File: src/rtl/seq_detect_prog.sv
// Programmable serial pattern detector (Moore) with KMP-style fallback and saturating hit counter.
// Optional build macro SEQ_DETECT_MASK_EN adds a per-bit don't-care mask loaded alongside the pattern.
//
// state (l_q)        | meaning
// 0                  | no pattern prefix matched
// 1 .. PAT_W-1       | that many leading pattern bits matched
// PAT_W (MATCH)      | full pattern seen, det=1
module seq_detect_prog #(
  parameter int               PAT_W   = 3,
  parameter int               CNT_W   = 8,
  parameter logic [PAT_W-1:0] RST_PAT = PAT_W'(3'b001)
) (
  input  logic             clk,
  input  logic             reset_n,
  input  logic             inp,
  input  logic             in_valid,
  input  logic [PAT_W-1:0] pat,
`ifdef SEQ_DETECT_MASK_EN
  input  logic [PAT_W-1:0] pat_mask,
`endif
  input  logic             pat_load,
  input  logic             overlap_en,
  input  logic             cnt_clr,
  output logic             det,
  output logic [CNT_W-1:0] det_count,
  output logic             cnt_sat
);

  localparam int            LW      = $clog2(PAT_W + 1);
  localparam logic [LW-1:0] L_MATCH = LW'(PAT_W);

  logic [LW-1:0]    l_q, l_d;
  logic [PAT_W-1:0] pat_q, mask_q, win;
  logic [PAT_W-2:0] hist_q, hist_d;
  logic [CNT_W-1:0] cnt_d;
  logic             enter_match;
  logic             hit;
  int               limit;

`ifdef SEQ_DETECT_MASK_EN
  always_ff @(posedge clk or negedge reset_n) begin
    if (!reset_n)
      mask_q <= '1;
    else if (pat_load)
      mask_q <= pat_mask;
  end
`else
  assign mask_q = '1;
`endif

  always_ff @(posedge clk or negedge reset_n) begin
    if (!reset_n) begin
      l_q       <= '0;
      hist_q    <= '0;
      pat_q     <= RST_PAT;
      det_count <= '0;
    end else begin
      l_q       <= l_d;
      hist_q    <= hist_d;
      det_count <= cnt_d;
      if (pat_load)
        pat_q <= pat;
    end
  end

  // Newest bit sits at win[0]; only the last l_q+1 bits are trusted, which bounds k below.
  always_comb begin
    win    = {hist_q, inp};
    l_d    = l_q;
    hist_d = hist_q;
    hit    = 1'b0;
    limit  = 0;
    if (pat_load) begin
      l_d = '0;
    end else if (in_valid) begin
      hist_d = win[PAT_W-2:0];
      if (l_q == L_MATCH && !overlap_en) begin
        l_d = (!mask_q[PAT_W-1] || inp == pat_q[PAT_W-1]) ? LW'(1) : '0;
      end else begin
        limit = (l_q == L_MATCH) ? PAT_W : int'(l_q) + 1;
        l_d   = '0;
        for (int k = 1; k <= PAT_W; k++) begin
          hit = (k <= limit);
          for (int j = 0; j < k; j++) begin
            if (mask_q[PAT_W-k+j] && win[j] != pat_q[PAT_W-k+j])
              hit = 1'b0;
          end
          if (hit)
            l_d = LW'(k);
        end
      end
    end
  end

  assign enter_match = !pat_load && in_valid && (l_d == L_MATCH);

  always_comb begin
    cnt_d = det_count;
    if (cnt_clr)
      cnt_d = enter_match ? CNT_W'(1) : '0;
    else if (enter_match && !cnt_sat)
      cnt_d = det_count + CNT_W'(1);
  end

  assign det     = (l_q == L_MATCH);
  assign cnt_sat = &det_count;

endmodule

File: config.mk
export PLATFORM = sky130hd
export DESIGN_NAME = seq_detect_prog
export DESIGN_NICKNAME = d
export VERILOG_FILES = /design/src/rtl/seq_detect_prog.sv
export SDC_FILE = /design/constraint.sdc
export NUM_CORES = 1
export LEC_CHECK = 0
export ABC_CLOCK_PERIOD_IN_PS = 1600
export CAP_MARGIN = 20
export CORE_MARGIN = 2
export CORE_UTILIZATION = 35
export CTS_CLUSTER_SIZE = 8
export DETAILED_ROUTE_END_ITERATION = 7
export SYNTH_ARGS = -nofsm -noshare
export SYNTH_HDL_FRONTEND = slang
export SYNTH_SLANG_ARGS = --single-unit
File: constraint.sdc
create_clock -name clk -period 1.6 [get_ports clk]
set_input_delay 0.16 -clock clk [delete_from_list [all_inputs] [get_ports clk]]
set_output_delay 0.16 -clock clk [all_outputs]
set_load 0.05 [all_outputs]
==> results of run 1 <==
## cell usage in the layout, fill, tap and decap left out, drive strengths merged, types with 2 or more instances in the layout
cell,count
buf,26
dfrtp,14
clkdlybuf4s50,9
nor2,8
xor2,5
nand2,5
mux2,5
nand2b,4
nand3,4
a21oi,4
clkbuf,4
nor3,4
o31ai,3
nand4,3
mux2i,3
or4,2
and3,2
o21ai,2
## sequential cells by signal, summed over array words and instances, names as in the netlist
name / flops
det_count: 8
pat_q: 3
hist_q: 2
l_q: 2
## per-layer routing
layer / global-route usage (%) / vias to the layer above / wire length, um
met3: 5.932 / 2 / 65
met2: 28.13 / 11 / 882
li1: - / 374 / -
met1: 20.95 / 336 / 886
met5: 0 / - / 0
met4: 3.846 / 0 / 14
## power by group through the flow
stage               clock network (mW)  registers, mW  logic [mW]
global placement                     0          0.425       0.171
CTS                              0.227          0.419       0.176
floorplan                            0          0.431      0.0852
finish                           0.211          0.420       0.178
detailed placement                   0          0.426       0.174
global route                     0.248          0.423       0.201
## logic make-up (layout without fill, tap and decap cells)
family,after synthesis,in the layout
buffers and inverters,3,40
xor gates and xnor gates,6,6
DFF,15,15
adders and majority gates,1,1
AOI/OAI and AO/OA,13,13
and+or+nand+nor,37,37
muxes,8,8
## what timing repair did
item,4_1_cts,5_1_grt
resized for setup,5,7
hold buffers,0,0
pin swaps,3,0
setup endpoints to repair,4,6
buffers inserted,2,0
## layout make-up
| type | count | share of cell area (%) |
|---|---|---|
| clock buffers | 4 | 2.081 |
| repair buffers | 35 | 23.89 |
| inverters | 1 | 0.4955 |
| multi-input cells | 65 | 40.24 |
| well taps | 28 | 2.775 |
| flip-flops and latches | 15 | 30.53 |
## worst register-to-register path, cell delays in order (launching register included)
cell,delay (ns)
dfstp_2,0.57
xnor2_2,0.11
and3_4,0.21
nand3_4,0.09
or4_4,0.49
a21oi_2,0.12
## worst max-delay path by stage
stage                       from           end
CTS                     pat_q[0]  det_count[7]
global route           hist_q[0]  det_count[5]
global placement             inp  det_count[5]
detailed placement           inp  det_count[7]
finish                  pat_q[0]  det_count[7]
floorplan           det_count[1]  det_count[5]
==> qor.txt, run 1 <==
Slew Limit Fails -> 0
io pins -> 20
core footprint -> 2255 um2
Setup Viol. Count Final -> 4
final worst-path cycle share -> 103.0%
Main synth FF type -> dfrtp_1
Peak VDD IR -> 540.0 uV
most frequent cell after synthesis -> dfrtp_1
worst r2r path cells -> 5
antenna-violating nets left -> 0
Synth area leaders -> dfrtp_1 (41%), mux2_2 (6.7%), xor2_1 (5.2%)
final setup slack of the worst path -> -0.04745 ns
Register Area -> 385.4 um2
largest family of logic cells by synthesized area -> simple AND/OR/NAND/NOR gates
Period minus WS final -> 1.647 ns
DR vias/cell -> 4.885
pwr dens -> 640.6 nW/um2
Yosys top cell by area -> dfrtp_1
nets -> 132
Top delay family on crit path -> simple AND/OR/NAND/NOR gates
Std-Cell Rows -> 17
Slowest-stage cell, CP -> dfstp_2
fin area -> 1262 um2
Post-synth top cells -> dfrtp_1 (14), nor2_1 (8), mux2_2 (5), nand2_1 (5), xor2_1 (5)
fill cell count -> 211
CP Cell Sequence -> xnor2_2, and3_4, nand3_4, or4_4, a21oi_2
initial antenna violation count -> 0
Max-Slew Margin vs Limit -> 80.00%
Fin Hold WS -> 0.1898 ns
Final Hold Viols -> 0
max-cap violations -> 0
Final Util -> 55.99%
Cell variety after synth -> 32
largest net degree at the start of global routing -> 16
Starting Density -> 37.51%
Yosys top cell area share -> 41.42%
Post-Syn Nets -> 94
Final Non-Filler Cells -> 148
total CTS buffers -> 3
RSZ-0062 raised after global routing -> yes
overall power -> 808.8 uW
Placed Instance Area -> 1179 um2
sequential fraction of the synthesis area -> 44.53%
Synth async-reset ratio -> 100.0%
worst slew pin tran -> 0.2991 ns
CP required -> 1.81 ns
CP startpoint kind -> flop
status -> finished with violations
CP Buf/Inv Count -> 0
1st-pass router iterations -> 4
xor/xnor share of the synthesized area -> 6.213%
via count -> 723
Synth Area in Compound Gates -> 10.21%
min-delay worst type -> input pin to asynchronous set/reset pin
Mapped Cells -> 83
# placed instances -> 142
Max Clk Rate -> 607.0 MHz
Synth Area in Simple Gates -> 25.89%
total gr overflow -> 0
Max stage delay on crit path -> 0.57 ns
vias in the first global route -> 753
register bit count reported by yosys -> 15
Initial DRC Count -> 8
Overall Global Routing Usage -> 16.92%
Comb power frac -> 22.0%
Clock Path Buffers -> 2
multi-input combinational cell area -> 508.0 um2
clk slew on worst S/H paths -> 0.08 ns
Leakage Power -> 0.5439 nW
first-pass GRT wire length -> 3.408 mm
Crit Path Class -> flop to flop
Placer Congestion -> 0.8698
clock skew -> 0.001800 ns
drt wl/cell -> 12.49 um
mux contribution to synthesized area -> 10.21%
CTS HTree Levels -> 1
reg2reg start -> pat_q[0]
number of synthesized flops with an enable pin -> 0
share of layout cells above drive strength 1 -> 47.50%
clock power share -> 26.1%
post-DP HPWL -> 1.453 mm
reg-to-reg setup timing slack -> -0.05 ns
Psw -> 216.0 uW
Critical Path Fanout Max -> 5
die height -> 53.16 um
DP Worst Slack -> -0.2050 ns
synthesized cell area -> 845.8 um2
yosys warns -> 0
port buffer count -> 19
Sequential Power Share -> 51.9%
Arr. time, crit path -> 1.86 ns
Root Buffer -> clkbuf_4
Num Clock Sinks -> 15
clock latency on the worst-skew pair -> 0.28 ns
Detailed Route WL -> 1.849 mm
failing checks -> negative setup slack
TritonCTS clock tree -> built
Sw Ratio -> 26.71%
Chip Width -> 53.16 um
setup_tns -> -0.1213 ns
DIE AREA -> 2826 um2
crit end category -> flop
synthesized area per cell -> 10.19 um2
DRC -> 0
Post-Synth Adder-Cell Area -> 1.479%
reg2reg end -> det_count[7]
path length in cells of the critical path -> 5
internal power -> 592.8 uW
# diodes -> 0
area delta synth->final -> 49.26%
Power figures use the tool's default switching activity.
==> run 2: changes to the inputs <==
--- a/config.mk
+++ b/config.mk
@@ -11,6 +11,9 @@
 export CORE_UTILIZATION = 35
 export CTS_CLUSTER_SIZE = 8
 export DETAILED_ROUTE_END_ITERATION = 7
+export HOLD_SLACK_MARGIN = 0.15
+export RECOVER_POWER = 100
+export SLEW_MARGIN = 30
 export SYNTH_ARGS = -nofsm -noshare
 export SYNTH_HDL_FRONTEND = slang
 export SYNTH_SLANG_ARGS = --single-unit
==> qor.txt, run 2 (synthesis gave the netlist of run 1 again) <==
Initial DRC Count -> 7
reg2reg start -> pat_q[0]
met2 global-route usage -> 28.13%
Final Non-Filler Cells -> 148
Placer Congestion -> 0.8698
commonest cells after routing, fill and taps aside -> buf_4 (14), nor2_1 (8), clkbuf_1 (8), clkdlybuf4s50_1 (8)
final setup slack of the worst path -> -0.05036 ns
Critical Path Fanout Max -> 5
area delta synth->final -> 45.27%
total gr overflow -> 0
grt peak-use layer -> met2
RSZ-0062 raised after global routing -> yes
setup_tns -> -0.1277 ns
via count -> 725
Slew Limit Fails -> 0
met1 usage -> 20.95%
Clock Path Buffers -> 2
DRC -> 0
CP required -> 1.81 ns
overall power -> 805.2 uW
most flop-heavy register -> det_count
first-pass GRT wire length -> 3.408 mm
Detailed Route WL -> 1.846 mm
vias in the first global route -> 753
Root Buffer -> clkbuf_4
Arr. time, crit path -> 1.87 ns
clk slew on worst S/H paths -> 0.08 ns
Crit Path Class -> flop to flop
Num Clock Sinks -> 15
# diodes -> 0
pwr dens -> 655.3 nW/um2
post-DP HPWL -> 1.453 mm
Post-CTS Hold Fix Bufs -> 0
Setup Viol. Count Final -> 4
Overall Global Routing Usage -> 16.92%
share of layout cells above drive strength 1 -> 41.67%
1st-pass router iterations -> 4
internal power -> 589.2 uW
core footprint -> 2255 um2
final worst-path cycle share -> 103.1%
status -> finished with violations
grt met3 use -> 5.932%
Placed Instance Area -> 1179 um2
antenna-violating nets left -> 0
fin area -> 1229 um2
Chip Width -> 53.16 um
Psw -> 216.0 uW
Comb power frac -> 21.6%
DIE AREA -> 2826 um2
Leakage Power -> 0.5131 nW
largest net degree at the start of global routing -> 16
biggest regs -> det_count x8, pat_q x3
total CTS buffers -> 3
Period minus WS final -> 1.650 ns
DP Worst Slack -> -0.2050 ns
reg2reg end -> det_count[7]
commonest non-fill, non-tap cell in the layout -> buf_4
worst r2r path cells -> 5
Peak VDD IR -> 540.0 uV
Starting Density -> 37.51%
drt wl/cell -> 12.47 um
DR vias/cell -> 4.899
Max-Slew Margin vs Limit -> 46.80%
reg-to-reg setup timing slack -> -0.05 ns
Sw Ratio -> 26.82%
clock power share -> 26.3%
nets -> 132
CTS HTree Levels -> 1
TritonCTS clock tree -> built
Final Hold Viols -> 0
clock skew -> 0.001911 ns
io pins -> 20
Fin Hold WS -> 0.4725 ns
CP startpoint kind -> flop
crit end category -> flop
initial antenna violation count -> 0
Max Clk Rate -> 605.9 MHz
clock latency on the worst-skew pair -> 0.28 ns
# placed instances -> 142
port buffer count -> 19
max reg flops -> 8
die height -> 53.16 um
max-cap violations -> 0
failing checks -> negative setup slack
worst slew pin tran -> 0.7980 ns
Sequential Power Share -> 52.1%
Std-Cell Rows -> 17
min-delay worst type -> input pin to asynchronous set/reset pin
Final Util -> 54.50%
[run 2: cell count changes in the layout (fill, tap and decap cells not counted), sizes merged]
cell / previous run / this run
clkbuf: 4 / 14
buf: 26 / 16
clkdlybuf4s50: 9 / 8
dlygate4sd3: 0 / 1
[run 2: final cells by class]
type	instances	area, um2
Multi-Input combinational cell	65	508.0
Fill cell	214	1026
Clock buffer	4	26.28
Sequential cell	15	385.4
Timing Repair Buffer	35	267.8
Inverter	1	6.256
Tap cell	28	35.03
[run 2: layer usage]
layer	up-vias	wire length, um
met5	-	0
met4	0	14
met3	2	69
met2	11	872
met1	338	889
li1	374	-
[run 2: timing repair]
action	in CTS	in global routing
resized for setup	5	7
buffers inserted	2	0
pin swaps	3	0
setup endpoints to repair	4	6
[run 2: power groups by stage]
stage               registers, mW  logic, mW  clock network (mW)
global placement            0.425      0.171                   0
detailed placement          0.426      0.174                   0
finish                      0.420      0.174               0.211
CTS                         0.419      0.176               0.227
floorplan                   0.431     0.0852                   0
global route                0.423      0.197               0.248
[run 2: worst max-delay path by stage]
stage,slack [ns],start,to,cells after the start
floorplan,-0.09,det_count[1],det_count[5],6
global placement,-0.18,inp,det_count[5],6
detailed placement,-0.21,inp,det_count[7],6
CTS,-0.06,pat_q[0],det_count[7],5
global route,-0.11,hist_q[0],det_count[5],5
finish,-0.05,pat_q[0],det_count[7],5
[run 2: worst max-delay path: stages (launching register included)]
cell	delay (ns)
dfstp_2	0.57
xnor2_2	0.11
and3_4	0.21
nand3_4	0.09
or4_4	0.49
a21oi_2	0.12
